==> src/rtl/ccd_frame_capture.sv <==
// Sensor-side Bayer pixel capture: registers the raw camera stream, gates whole frames
// under start/stop control and emits qualified pixels with X/Y coordinates and a frame count.
module ccd_frame_capture #(
  parameter int DATA_W     = 12,
  parameter int LINE_WIDTH = 1280,
  parameter int X_W        = 11,
  parameter int Y_W        = 11,
  parameter int FCNT_W     = 32
) (
  input  logic              iCLK,
  input  logic              iRST,
  input  logic [DATA_W-1:0] iDATA,
  input  logic              iFVAL,
  input  logic              iLVAL,
  input  logic              iSTART,
  input  logic              iEND,
  output logic [DATA_W-1:0] oDATA,
  output logic              oDVAL,
  output logic [X_W-1:0]    oX_Cont,
  output logic [Y_W-1:0]    oY_Cont,
  output logic [FCNT_W-1:0] oFrame_Cont,
  output logic              oBusy
);

  typedef enum logic [1:0] {IDLE, WAIT_FRAME, CAPTURE} state_t;

  localparam logic [X_W-1:0] X_LAST = X_W'(LINE_WIDTH - 1);

  state_t            state, state_next;
  logic [DATA_W-1:0] s_data;
  logic              s_fval, s_fval_d, s_lval, s_lval_d;
  logic              run;
  logic [X_W-1:0]    x, x_cur;
  logic [Y_W-1:0]    y, y_cur;
  logic              fval_rise, fval_fall, lval_fall;
  logic              frame_start, cap_en;

  // NOTE: every clocked process uses non-blocking assignments so all registers
  // update from the same pre-edge values, independent of process ordering.
  always_ff @(posedge iCLK or negedge iRST) begin
    if (!iRST) begin
      s_data   <= '0;
      s_fval   <= 1'b0;
      s_fval_d <= 1'b0;
      s_lval   <= 1'b0;
      s_lval_d <= 1'b0;
    end else begin
      s_data   <= iDATA;
      s_fval   <= iFVAL;
      s_fval_d <= s_fval;
      s_lval   <= iLVAL;
      s_lval_d <= s_lval;
    end
  end

  // Stop has priority so a simultaneous start/stop leaves capture disarmed.
  always_ff @(posedge iCLK or negedge iRST) begin
    if (!iRST)       run <= 1'b0;
    else if (iEND)   run <= 1'b0;
    else if (iSTART) run <= 1'b1;
  end

  assign fval_rise = s_fval & ~s_fval_d;
  assign fval_fall = ~s_fval & s_fval_d;
  assign lval_fall = ~s_lval & s_lval_d;

  always_ff @(posedge iCLK or negedge iRST) begin
    if (!iRST) state <= IDLE;
    else       state <= state_next;
  end

  // NOTE: the default assignment first guarantees no latch on any path.
  always_comb begin
    state_next = state;
    case (state)
      IDLE:       if (run) state_next = WAIT_FRAME;
      WAIT_FRAME: begin
        if (!run)           state_next = IDLE;
        else if (fval_rise) state_next = CAPTURE;
      end
      CAPTURE:    if (fval_fall) state_next = run ? WAIT_FRAME : IDLE;
      default:    state_next = IDLE;
    endcase
  end

  // A pixel coincident with the FVAL rise belongs to the new frame at (0,0).
  assign frame_start = (state == WAIT_FRAME) & run & fval_rise;
  assign cap_en      = s_lval & s_fval & ((state == CAPTURE) | frame_start);
  assign x_cur       = frame_start ? '0 : x;
  assign y_cur       = frame_start ? '0 : y;

  always_ff @(posedge iCLK or negedge iRST) begin
    if (!iRST) begin
      oDATA       <= '0;
      oDVAL       <= 1'b0;
      oX_Cont     <= '0;
      oY_Cont     <= '0;
      oFrame_Cont <= '0;
      x           <= '0;
      y           <= '0;
    end else begin
      oDVAL <= cap_en;
      if (frame_start) begin
        oFrame_Cont <= oFrame_Cont + 1'b1;
        x           <= '0;
        y           <= '0;
      end
      if (cap_en) begin
        oDATA   <= s_data;
        oX_Cont <= x_cur;
        oY_Cont <= y_cur;
        if (x_cur == X_LAST) begin
          x <= '0;
          y <= y_cur + 1'b1;
        end else begin
          x <= x_cur + 1'b1;
        end
      end else if ((state == CAPTURE) && lval_fall && (x != '0)) begin
        // Short line: move to the next row; an exact-length line has already wrapped.
        x <= '0;
        y <= y + 1'b1;
      end
    end
  end

  assign oBusy = (state == CAPTURE);

endmodule

==> config.mk <==
export PLATFORM = sky130hd
export DESIGN_NAME = ccd_frame_capture
export DESIGN_NICKNAME = d
export VERILOG_FILES = /design/src/rtl/ccd_frame_capture.sv
export SDC_FILE = /design/constraint.sdc
export NUM_CORES = 1
export LEC_CHECK = 0
export CAP_MARGIN = 20
export CELL_PAD_IN_SITES_DETAIL_PLACEMENT = 1
export CELL_PAD_IN_SITES_GLOBAL_PLACEMENT = 1
export CORE_MARGIN = 2
export CORE_UTILIZATION = 44
export DETAILED_ROUTE_END_ITERATION = 10
export GPL_TIMING_DRIVEN = 1
export PLACE_DENSITY = 0.87
export REMOVE_ABC_BUFFERS = 1
export SYNTH_ARGS = -nofsm -noshare
export SYNTH_HDL_FRONTEND = slang
export SYNTH_SLANG_ARGS = --single-unit
==> constraint.sdc <==
create_clock -name iCLK -period 4.4 [get_ports iCLK]
set_clock_uncertainty 0.15 [all_clocks]
set_input_delay 0.88 -clock iCLK [delete_from_list [all_inputs] [get_ports iCLK]]
set_output_delay 0.88 -clock iCLK [all_outputs]
set_load 0.02 [all_outputs]
# After elaboration in Yosys (flattened, before gate mapping)
# Index checks and enable logic that the tools add are counted.
classes:
  n_addsub: 4
  n_eq_ne: 6
  n_mux: 16
  bitwise: 11
  n_reduce_logical: 6
op_table:
  columns: ["operator", "n"]
  rows:
  - ["2-to-1 mux 11 bit", 8]
  - ["adder 11 x 1 -> 11 bit (second input constant)", 3]
  - ["adder 32 x 1 -> 32 bit (second input constant)", 1]
  - ["equality test 11 bit (second input constant)", 1]
  - ["nonzero test 11 bit", 1]
  - ["2-to-1 mux 2 bit", 4]
  - ["AND 1 bit", 7]
  - ["one-hot mux 2 bit (3 select lines)", 1]
  - ["2-to-1 mux 1 bit", 3]
  - ["inequality test 3 bit (second input constant)", 1]
  - ["NOT 1 bit", 3]
  - ["AND reduction 3 bit", 1]
  - ["equality test 2 x 1 -> 1 bit (second input constant)", 1]
  - ["equality test 2 bit (second input constant)", 1]
  - ["logical AND 1 bit", 2]
  - ["zero test 2 bit", 1]
  - ["inequality test 2 x 1 -> 1 bit (second input constant)", 1]
  - ["inequality test 2 bit (second input constant)", 1]
  - ["nonzero test 2 bit", 1]
  - ["OR 1 bit", 1]
word_totals:
  regBits: 108
  in_bits: 18
  output_inout_bits: 68
  elab_cells: 57

# Logic depth before layout (Yosys ltp)
# Gate-level depths: netlist of run 1.
depth:
  word_depth: 7
  depth_mapped: 12
  ltp_nobuf: 10

# Least setup slack after synthesis of run 1
# No wires, ideal clock.
synth_path:
  path_type: "reg2reg"
  startpoint: "register state[0]"
  endpoint: "register x[0]"
  setup_time_ns: 0.125
  arrival_ns: 2.411
  required_time_ns: 4.125
  path_slack_ns: 1.714
  stages_incl_launch_ff: 11
  path_buffers: 2
  synth_period_minus_slack_ns: 2.686
  cell_sequence: "dfrtp_1 and4bb_1 buf_2 nand2_1 and2_1 ha_1 nand3_1 nor4_4 a21oi_2 buf_6 mux2_2"
synth_between:
  elab_chain_len: 7
  word_cells_on_any_way: 14
  classes_between: "add/sub (1); eq/ne (3); mux (4); bitwise (4); reduce/logical (2)"
synth_rtl:
  columns: ["item", "line", "rtl"]
  rows:
  - ["start: declaration", "29", "state_t state, state_next;"]
  - ["start signal: assignment", "69", "else state <= state_next;"]
  - ["equality test 2 x 1 -> 1 bit", "87", "assign frame_start = (state == WAIT_FRAME) & run & fval_rise;"]
  - ["AND 1 bit (2 in a row)", "87", null]
  - ["2-to-1 mux 11 bit", "89", "assign x_cur = frame_start ? '0 : x;"]
  - ["net x_cur[1]", "33", "logic [X_W-1:0] x, x_cur;"]
  - ["equality test 11 bit", "112", "if (x_cur == X_LAST) begin"]
  - ["2-to-1 mux 11 bit", "112", null]
  - ["2-to-1 mux 11 bit", "108", "if (cap_en) begin"]
  - ["end signal: assignment", "116", "x <= x_cur + 1'b1;"]
  - ["end: declaration", "33", null]
# The timed path passes the listed nets, and every way through them passes these cells.
# A chain may end at the register's enable or synchronous reset.

# Final worst setup path of run 1
layout_path:
  startpoint: "register state[1]"
  endpoint: "register x[9]"
layout_between:
  elab_chain_len: 7
  word_cells_on_any_way: 14
  classes_between: "add/sub (1); eq/ne (3); mux (4); bitwise (4); reduce/logical (2)"
layout_rtl:
  columns: ["item", "line"]
  rows:
  - ["equality test 2 x 1 -> 1 bit *", "87"]
  - ["AND 1 bit * (2 in a row)", "87"]
  - ["2-to-1 mux 11 bit *", "89"]
  - ["net x_cur[1]", "33"]
  - ["adder 11 x 1 -> 11 bit or equality test 11 bit (tied branches)", "116, 112"]
  - ["2-to-1 mux 11 bit *", "112"]
  - ["2-to-1 mux 11 bit *", "108"]
# The timed path passes the listed nets; every way through them passes the cells marked *.

==> Flow_metrics.wiki, run 1 <==
{| class="wikitable"
! Metric !! Value
|-
| Drt initial violations || between 100 and 150
|-
| Ranking of synthesized cells by instance count || 108 x dfrtp_1, 107 x nand2_1, 31 x o21ai_1, 23 x nand3_1, 21 x nor2_1
|-
| Crit path largest cell delay || around 540 ps
|-
| Post-synthesis area per instance || just over 10 um2
|-
| CTS H-Tree Depth || 3
|-
| PnR worst setup slack || 1230 ps
|-
| Fraction of the core area covered by cells at the end of the flow || 0.569
|-
| Mean number of vias per cell || 5.37
|-
| Req. time, crit path || 4560 ps
|-
| Sum of negative setup slack || 0 ps
|-
| Hold worst-path end || oDATA[10]
|-
| Post-Layout Inst Area || just under 6000 um2
|-
| DPL Wire Length || 8500 um
|-
| Cell depth of the worst min-delay path || 2
|-
| CTS sink cnt || 108
|-
| Worst r2r src || state[1]
|-
| Wirelength per Cell || 17.5 um
|-
| Overall routing resource usage || 0.222
|-
| Met1 capacity usage during global routing || 0.288
|-
| Post-route minimum period || 3170 ps
|-
| Worst slew margin relative to its limit || 0.304
|-
| Total design power || 2.08 mW
|-
| Number of nets at the end of the flow || 563
|-
| Post-CTS Setup Repair Bufs || 0
|-
| Final hold violations || 0
|-
| Ant diodes || 0
|-
| Warnings, synthesis || 0
|-
| Worst Reg2Reg Path Length in Cells || 9
|-
| Height of the die || 108 um
|-
| Cells along the critical path || and4bb_1 > nand2_1 > and2_1 > ha_1 > nand3_1 > nor4_4 > a21oi_2 > nand4_1 > a21oi_1
|-
| Pin count of the biggest net entering global routing || 77
|-
| Weighted congestion at the end of routability-driven global placement || between 0.8 and 0.9
|-
| Starting utilization of the core area || 0.457
|-
| Hold path startpoint || s_data[10]
|-
| CP Capture Type || flip-flop
|-
| Worst Hold Class || reg2reg
|-
| Clock power frac || 0.312
|-
| Minimum setup slack among reg-to-reg paths || 1230 ps
|-
| Horiz. Die Dim || about 110 um
|-
| Clock latency at the later pin of the worst-skew pair || 380 ps
|-
| Met3 routing resource usage after global routing || 0.0412
|-
| Slew at the pin closest to its max-slew limit || around 1000 ps
|-
| Remaining antenna violation count || 0
|-
| Placeable core area || about 10000 um2
|-
| DRT Wirelength || 11900 um
|-
| Cell at the slowest stage of the critical path || and4bb_1
|-
| Number of CTS-inserted buffers || 9
|-
| CTS Root Buffer Type || clkbuf_8
|-
| Post-synthesis register bit count || 108
|-
| Worst setup slack after placement || 1290 ps
|-
| Proportion of power drawn by combinational gates || 0.152
|-
| Post-synth EDFFs || 0
|-
| Pins over their slew limit || 0
|-
| Sequential cell area fraction in the yosys report || 0.570
|-
| Global-route wire length before repair || 20100 um
|-
| Antenna violations before repair || 0
|-
| Instance count of the mapped netlist || 462
|-
| CTS Hold Bufs || 0
|-
| Area growth from synthesis to final layout || 24.6%
|-
| Primary FF master, synth || dfrtp_1
|-
| Sequential Power Share || 0.536
|-
| Die Outline Area || 11600 um2
|-
| Met2 GRT Util || 0.379
|-
| Result of the run || finished clean
|-
| Post-route DRC violation count || 0
|-
| Number of global-route vias before repair || 3883
|-
| Async set-or-reset flop fraction in the synthesized netlist || 1.00
|-
| Leading area contributor after synthesis || dfrtp_1
|-
| Ports || 86
|-
| Cell leakage power || 2.59 nW
|-
| Clock Pin Slew Worst Setup and Hold Paths || about 120 ps
|-
| Cell total after placement || 666
|-
| Max capacitance violation total || 0
|-
| Power per cell area || 352 nW/um2
|-
| Cell-internal power || 1.48 mW
|-
| Number of standard-cell rows in the floorplan || 37
|-
| GR Overflow Total || 0
|-
| Layout Cells excl Fill || 682
|-
| Fmax || 316 MHz
|-
| Cells taking the most area after synthesis || dfrtp_1 57%, nand2_1 8.5%, xnor2_1 3.3%
|-
| Count of endpoints failing setup in the final report || 0
|-
| Switching power total || 0.600 mW
|-
| Port buffer count || 85
|-
| GR peak layer || met2
|-
| Proportion of total power due to net switching || 0.288
|-
| First-pass iteration count of the detailed router || 4
|-
| Peak ir drop on the vdd network || a little over 0.2 mV
|-
| Filler Cells Inserted || 1157
|-
| Number of buffers on the longest clock path || 2
|-
| Ratio of final minimum period to clock period || 0.720
|-
| RSZ-0062 raised after global routing || no
|-
| Capturing point of the worst reg2reg path || x[9]
|-
| Number of resized instances in the post-cts repair step || 0
|-
| Largest fanout of any net on the critical path || 11
|-
| Vias || 3659
|-
| Placement-stage cell area || between 5000 and 6000 um2
|-
| Share of cells above drive strength 1 || 0.0788
|-
| Worst setup path category || reg2reg
|-
| Netlist Area Pre-Place || 4740 um2
|-
| Yosys cell types || 56
|-
| Worst EP arrival || 3320 ps
|-
| CTS tree || done
|-
| Crit start category || flip-flop
|-
| Most used standard cell by instance count after synthesis || dfrtp_1
|-
| Worst slack on hold paths || roughly 300 ps
|-
| Fraction of post-synthesis cell area in the top cell type by area || 0.570
|}
## area by class of cell
class                           count  area, um2  area share
Sequential cell                   108       2700       0.458
Multi-Input combinational cell    321       1900       0.321
Timing Repair Buffer               89        878       0.149
Tap cell                          136        170      0.0288
Clock buffer                        9        124      0.0210
Clock inverter                      7       88.8      0.0150
Inverter                           12       45.0     0.00763
## per-layer routing
metal | up-vias | routed length, um
li1 | 1730 | -
met3 | 17 | 432
met2 | 75 | 6140
met5 | - | 0
met4 | 0 | 163
met1 | 1837 | 5180
## critical path, delay by kind of cell (launching register included)
kind | cells | cell delay, ps
AND/OR/NAND/NOR | 6 | 1640
AO/OA/AOI/OAI | 2 | 640
flip-flops | 1 | 450
adder cells (fa/ha/maj) | 1 | 220
## logic make-up after synthesis
kind of cell | Yosys count | share of synthesized area
buf+inv | 33 | 0.0317
flops | 108 | 0.570
xor+xnor | 32 | 0.0591
mux | 5 | 0.0111
fa+ha+maj | 4 | 0.0106
compound gates | 67 | 0.0866
simple gates | 213 | 0.231
## worst max-delay path by stage
stage                     startpoint          to  slack, ps  depth (start not counted)
after floorplan             state[0]  oX_Cont[1]        380                          4
after global placement      state[1]        x[9]       1490                          9
after detailed placement    state[1]        x[9]       1290                          9
after CTS                   state[1]        x[9]       1240                          9
after global routing        state[1]        x[9]       1030                         10
final                       state[1]        x[9]       1230                          9
## flip-flops by register name (all words and copies together), names as in the netlist
register,count
y,11
state,2
oFrame_Cont,32
run,1
s_fval_d,1
s_lval,1
oDVAL,1
s_data,12
oDATA,12
s_lval_d,1
s_fval,1
oX_Cont,11
x,11
oY_Cont,11
## power by group through the flow
stage | Clock [mW] | Sequential, mW | Combinational [mW]
6_report | 0.648 | 1.12 | 0.316
5_1_grt | 0.704 | 1.13 | 0.344
4_1_cts | 0.664 | 1.12 | 0.323
3_5_place_dp | 0 | 1.14 | 0.318
3_3_place_gp | 0 | 1.13 | 0.305
2_1_floorplan | 0 | 1.18 | 0.0885
## placed cells by master (no fill, tap or decap), types with 2 or more instances in the layout
cell type	count
inv_1	11
mux2i_1	3
dfrtp_1	108
a21oi_1	16
o22ai_1	2
nor2_1	21
nor3_2	2
a21o_1	2
o21ai_1	30
and4_1	4
nor4_2	4
nor3_1	6
or4_1	2
buf_4	5
a31oi_1	2
nor2b_1	2
nand4b_1	2
clkdlybuf4s50_1	84
nand2b_1	2
ha_1	4
inv_6	2
or3_1	4
o21a_1	2
or2_1	2
xor2_1	14
nand3_1	23
xnor2_1	18
nand4_1	10
and2_1	5
nor4_4	2
clkbuf_8	9
nand2_1	107
and3_1	7
(Power assumes the default switching activity.)
==> run 2: changes to the inputs <==
--- a/config.mk
+++ b/config.mk
@@ -9,10 +9,10 @@
 export CELL_PAD_IN_SITES_DETAIL_PLACEMENT = 1
 export CELL_PAD_IN_SITES_GLOBAL_PLACEMENT = 1
 export CORE_MARGIN = 2
-export CORE_UTILIZATION = 44
+export CORE_UTILIZATION = 40
 export DETAILED_ROUTE_END_ITERATION = 10
 export GPL_TIMING_DRIVEN = 1
-export PLACE_DENSITY = 0.87
+export PLACE_DENSITY = 0.81
 export REMOVE_ABC_BUFFERS = 1
 export SYNTH_ARGS = -nofsm -noshare
 export SYNTH_HDL_FRONTEND = slang
==> constraint.sdc (replaced) <==
create_clock -name iCLK -period 3 [get_ports iCLK]
set_clock_uncertainty 0.15 [all_clocks]
set_input_delay 0.6 -clock iCLK [delete_from_list [all_inputs] [get_ports iCLK]]
set_output_delay 0.6 -clock iCLK [all_outputs]
set_load 0.02 [all_outputs]
==> Flow_metrics.wiki, run 2 (same netlist as run 1, synthesis figures left out) <==
{| class="wikitable"
! Metric !! Value
|-
| Die Outline Area || 12700 um2
|-
| Clock Pin Slew Worst Setup and Hold Paths || 70 ps
|-
| Destination of the critical timing path || y[3]
|-
| Horiz. Die Dim || 113 um
|-
| Crit start category || flip-flop
|-
| Capturing point of the worst reg2reg path || y[3]
|-
| CTS H-Tree Depth || 3
|-
| Layout Cells excl Fill || 691
|-
| PnR worst setup slack || 189 ps
|-
| RSZ-0062 raised after global routing || no
|-
| CTS tree || done
|-
| Largest fanout of any net on the critical path || 8
|-
| Worst setup path category || reg2reg
|-
| Worst setup slack after placement || 94.7 ps
|-
| Worst EP arrival || 2900 ps
|-
| Minimum setup slack among reg-to-reg paths || 190 ps
|-
| First-pass iteration count of the detailed router || 4
|-
| Largest registers || oFrame_Cont: 32 flops, oDATA: 12 flops, s_data: 12 flops
|-
| Starting utilization of the core area || 0.413
|-
| Ant diodes || 0
|-
| Result of the run || finished clean
|-
| Placeable core area || between 10000 and 15000 um2
|-
| Clock latency at the later pin of the worst-skew pair || around 350 ps
|-
| Worst slack on hold paths || 65.6 ps
|-
| Overall routing resource usage || 0.203
|-
| Cell total after placement || 677
|-
| Mean number of vias per cell || 5.33
|-
| Post-route minimum period || 2810 ps
|-
| Share of cells above drive strength 1 || 0.0839
|-
| Top library cells by usage in the layout, fill and taps aside || 108 x dfrtp_1, 107 x nand2_1, 84 x clkdlybuf4s50_1, 30 x o21ai_1, 22 x nand3_1
|-
| Antenna violations before repair || 0
|-
| CTS Root Buffer Type || clkbuf_16
|-
| Sum of negative setup slack || 0 ps
|-
| Count of endpoints failing setup in the final report || 0
|-
| Number of standard-cell rows in the floorplan || 39
|-
| Biggest register || oFrame_Cont
|-
| Number of nets at the end of the flow || ~570
|-
| Post-route DRC violation count || 0
|-
| Worst slew margin relative to its limit || 0.583
|-
| Critical path launch point || state[0]
|-
| GR Overflow Total || 0
|-
| CTS Hold Bufs || 0
|-
| Number of global-route vias before repair || 3999
|-
| DPL Wire Length || 8400 um
|-
| DRT Wirelength || 12100 um
|-
| Post-Layout Inst Area || roughly 6000 um2
|-
| Fraction of the core area covered by cells at the end of the flow || 0.528
|-
| Port buffer count || 85
|-
| Power per cell area || 543 nW/um2
|-
| Max capacitance violation total || 0
|-
| Pins over their slew limit || 0
|-
| Height of the die || 113 um
|-
| Cell leakage power || 2.65 nW
|-
| Area growth from synthesis to final layout || 27.7%
|-
| Pin count of the biggest net entering global routing || 55
|-
| Wirelength per Cell || 17.5 um
|-
| Most common cell after layout, fill and taps aside || dfrtp_1
|-
| Peak ir drop on the vdd network || 0.311 mV
|-
| Worst Hold Class || in2async
|-
| Vias || 3686
|-
| Weighted congestion at the end of routability-driven global placement || roughly 0.83
|-
| Number of buffers on the longest clock path || 2
|-
| Total design power || 3.28 mW
|-
| CTS sink cnt || 108
|-
| Slew at the pin closest to its max-slew limit || 623 ps
|-
| Req. time, crit path || 3090 ps
|-
| Drt initial violations || 217
|-
| Remaining antenna violation count || 0
|-
| Global-route wire length before repair || 20500 um
|-
| Fmax || 356 MHz
|-
| Ports || 86
|-
| CP Capture Type || flip-flop
|-
| Worst Reg2Reg Path Length in Cells || 9
|-
| Flip-flop count of the largest register, all copies and words added || 32
|-
| Ratio of final minimum period to clock period || 0.937
|-
| Worst r2r src || state[0]
|-
| Placement-stage cell area || 5760 um2
|-
| Number of CTS-inserted buffers || 9
|-
| Final hold violations || 0
|}
[run 2: cell types whose count changed in the layout (fill, tap and decap cells not counted)]
| cell | before | now |
|---|---|---|
| inv_8 | 1 | 0 |
| clkinvlp_4 | 0 | 2 |
| nand3_1 | 23 | 22 |
| nand3_2 | 0 | 1 |
| clkbuf_16 | 0 | 9 |
| clkinv_2 | 1 | 0 |
| clkinv_8 | 1 | 0 |
| buf_12 | 0 | 2 |
| buf_4 | 5 | 7 |
| clkbuf_8 | 9 | 0 |
| clkinv_4 | 1 | 0 |
[run 2: power by group]
group	internal, mW	switching [mW]
Sequential	1.55	0.0844
Combinational	0.216	0.251
Clock	0.644	0.534
Total	2.41	0.869
[run 2: critical path, cell delays in order (launching register included)]
cell and delay (ps):
dfrtp_1 430, and4bb_1 240, nand2_1 220, and2_1 220, ha_1 220, nand3_2 220, nor4_4 460, nand4_1 150
a32o_1 230, a21o_1 170
[run 2: how the worst min path moves through the flow]
| stage | start | cells past startpoint | slack (ps) | endpoint |
|---|---|---|---|---|
| after floorplan | iRST | 0 | 150 | oDATA[0] |
| after global placement | s_data[6] | 2 | 270 | oDATA[6] |
| after detailed placement | s_data[4] | 2 | 280 | oDATA[4] |
| after CTS | iRST | 1 | 70 | oY_Cont[4] |
| after global routing | iRST | 1 | 100 | oY_Cont[6] |
| final | iRST | 1 | 70 | oFrame_Cont[4] |
[run 2: cell type report]
type | instances | area, um2
fill | 1275 | 5420
tap | 143 | 179
clock buffer | 9 | 225
clock inverter | 5 | 62.6
sequential | 108 | 2700
inverter | 12 | 45.0
timing repair buffer | 93 | 933
multi-input combinational | 321 | 1900
[run 2: layer usage]
| metal | part of all wire | GRT usage |
|---|---|---|
| met5 | 0 | 0 |
| met4 | 0.017 | 0.0789 |
| met3 | 0.037 | 0.0321 |
| met2 | 0.50 | 0.334 |
| met1 | 0.45 | 0.273 |
[run 2: what timing repair did]
action / CTS / global route
endpoints found under the setup margin: 0 / 12
setup buffers: 0 / 0
gates resized for setup: 0 / 1
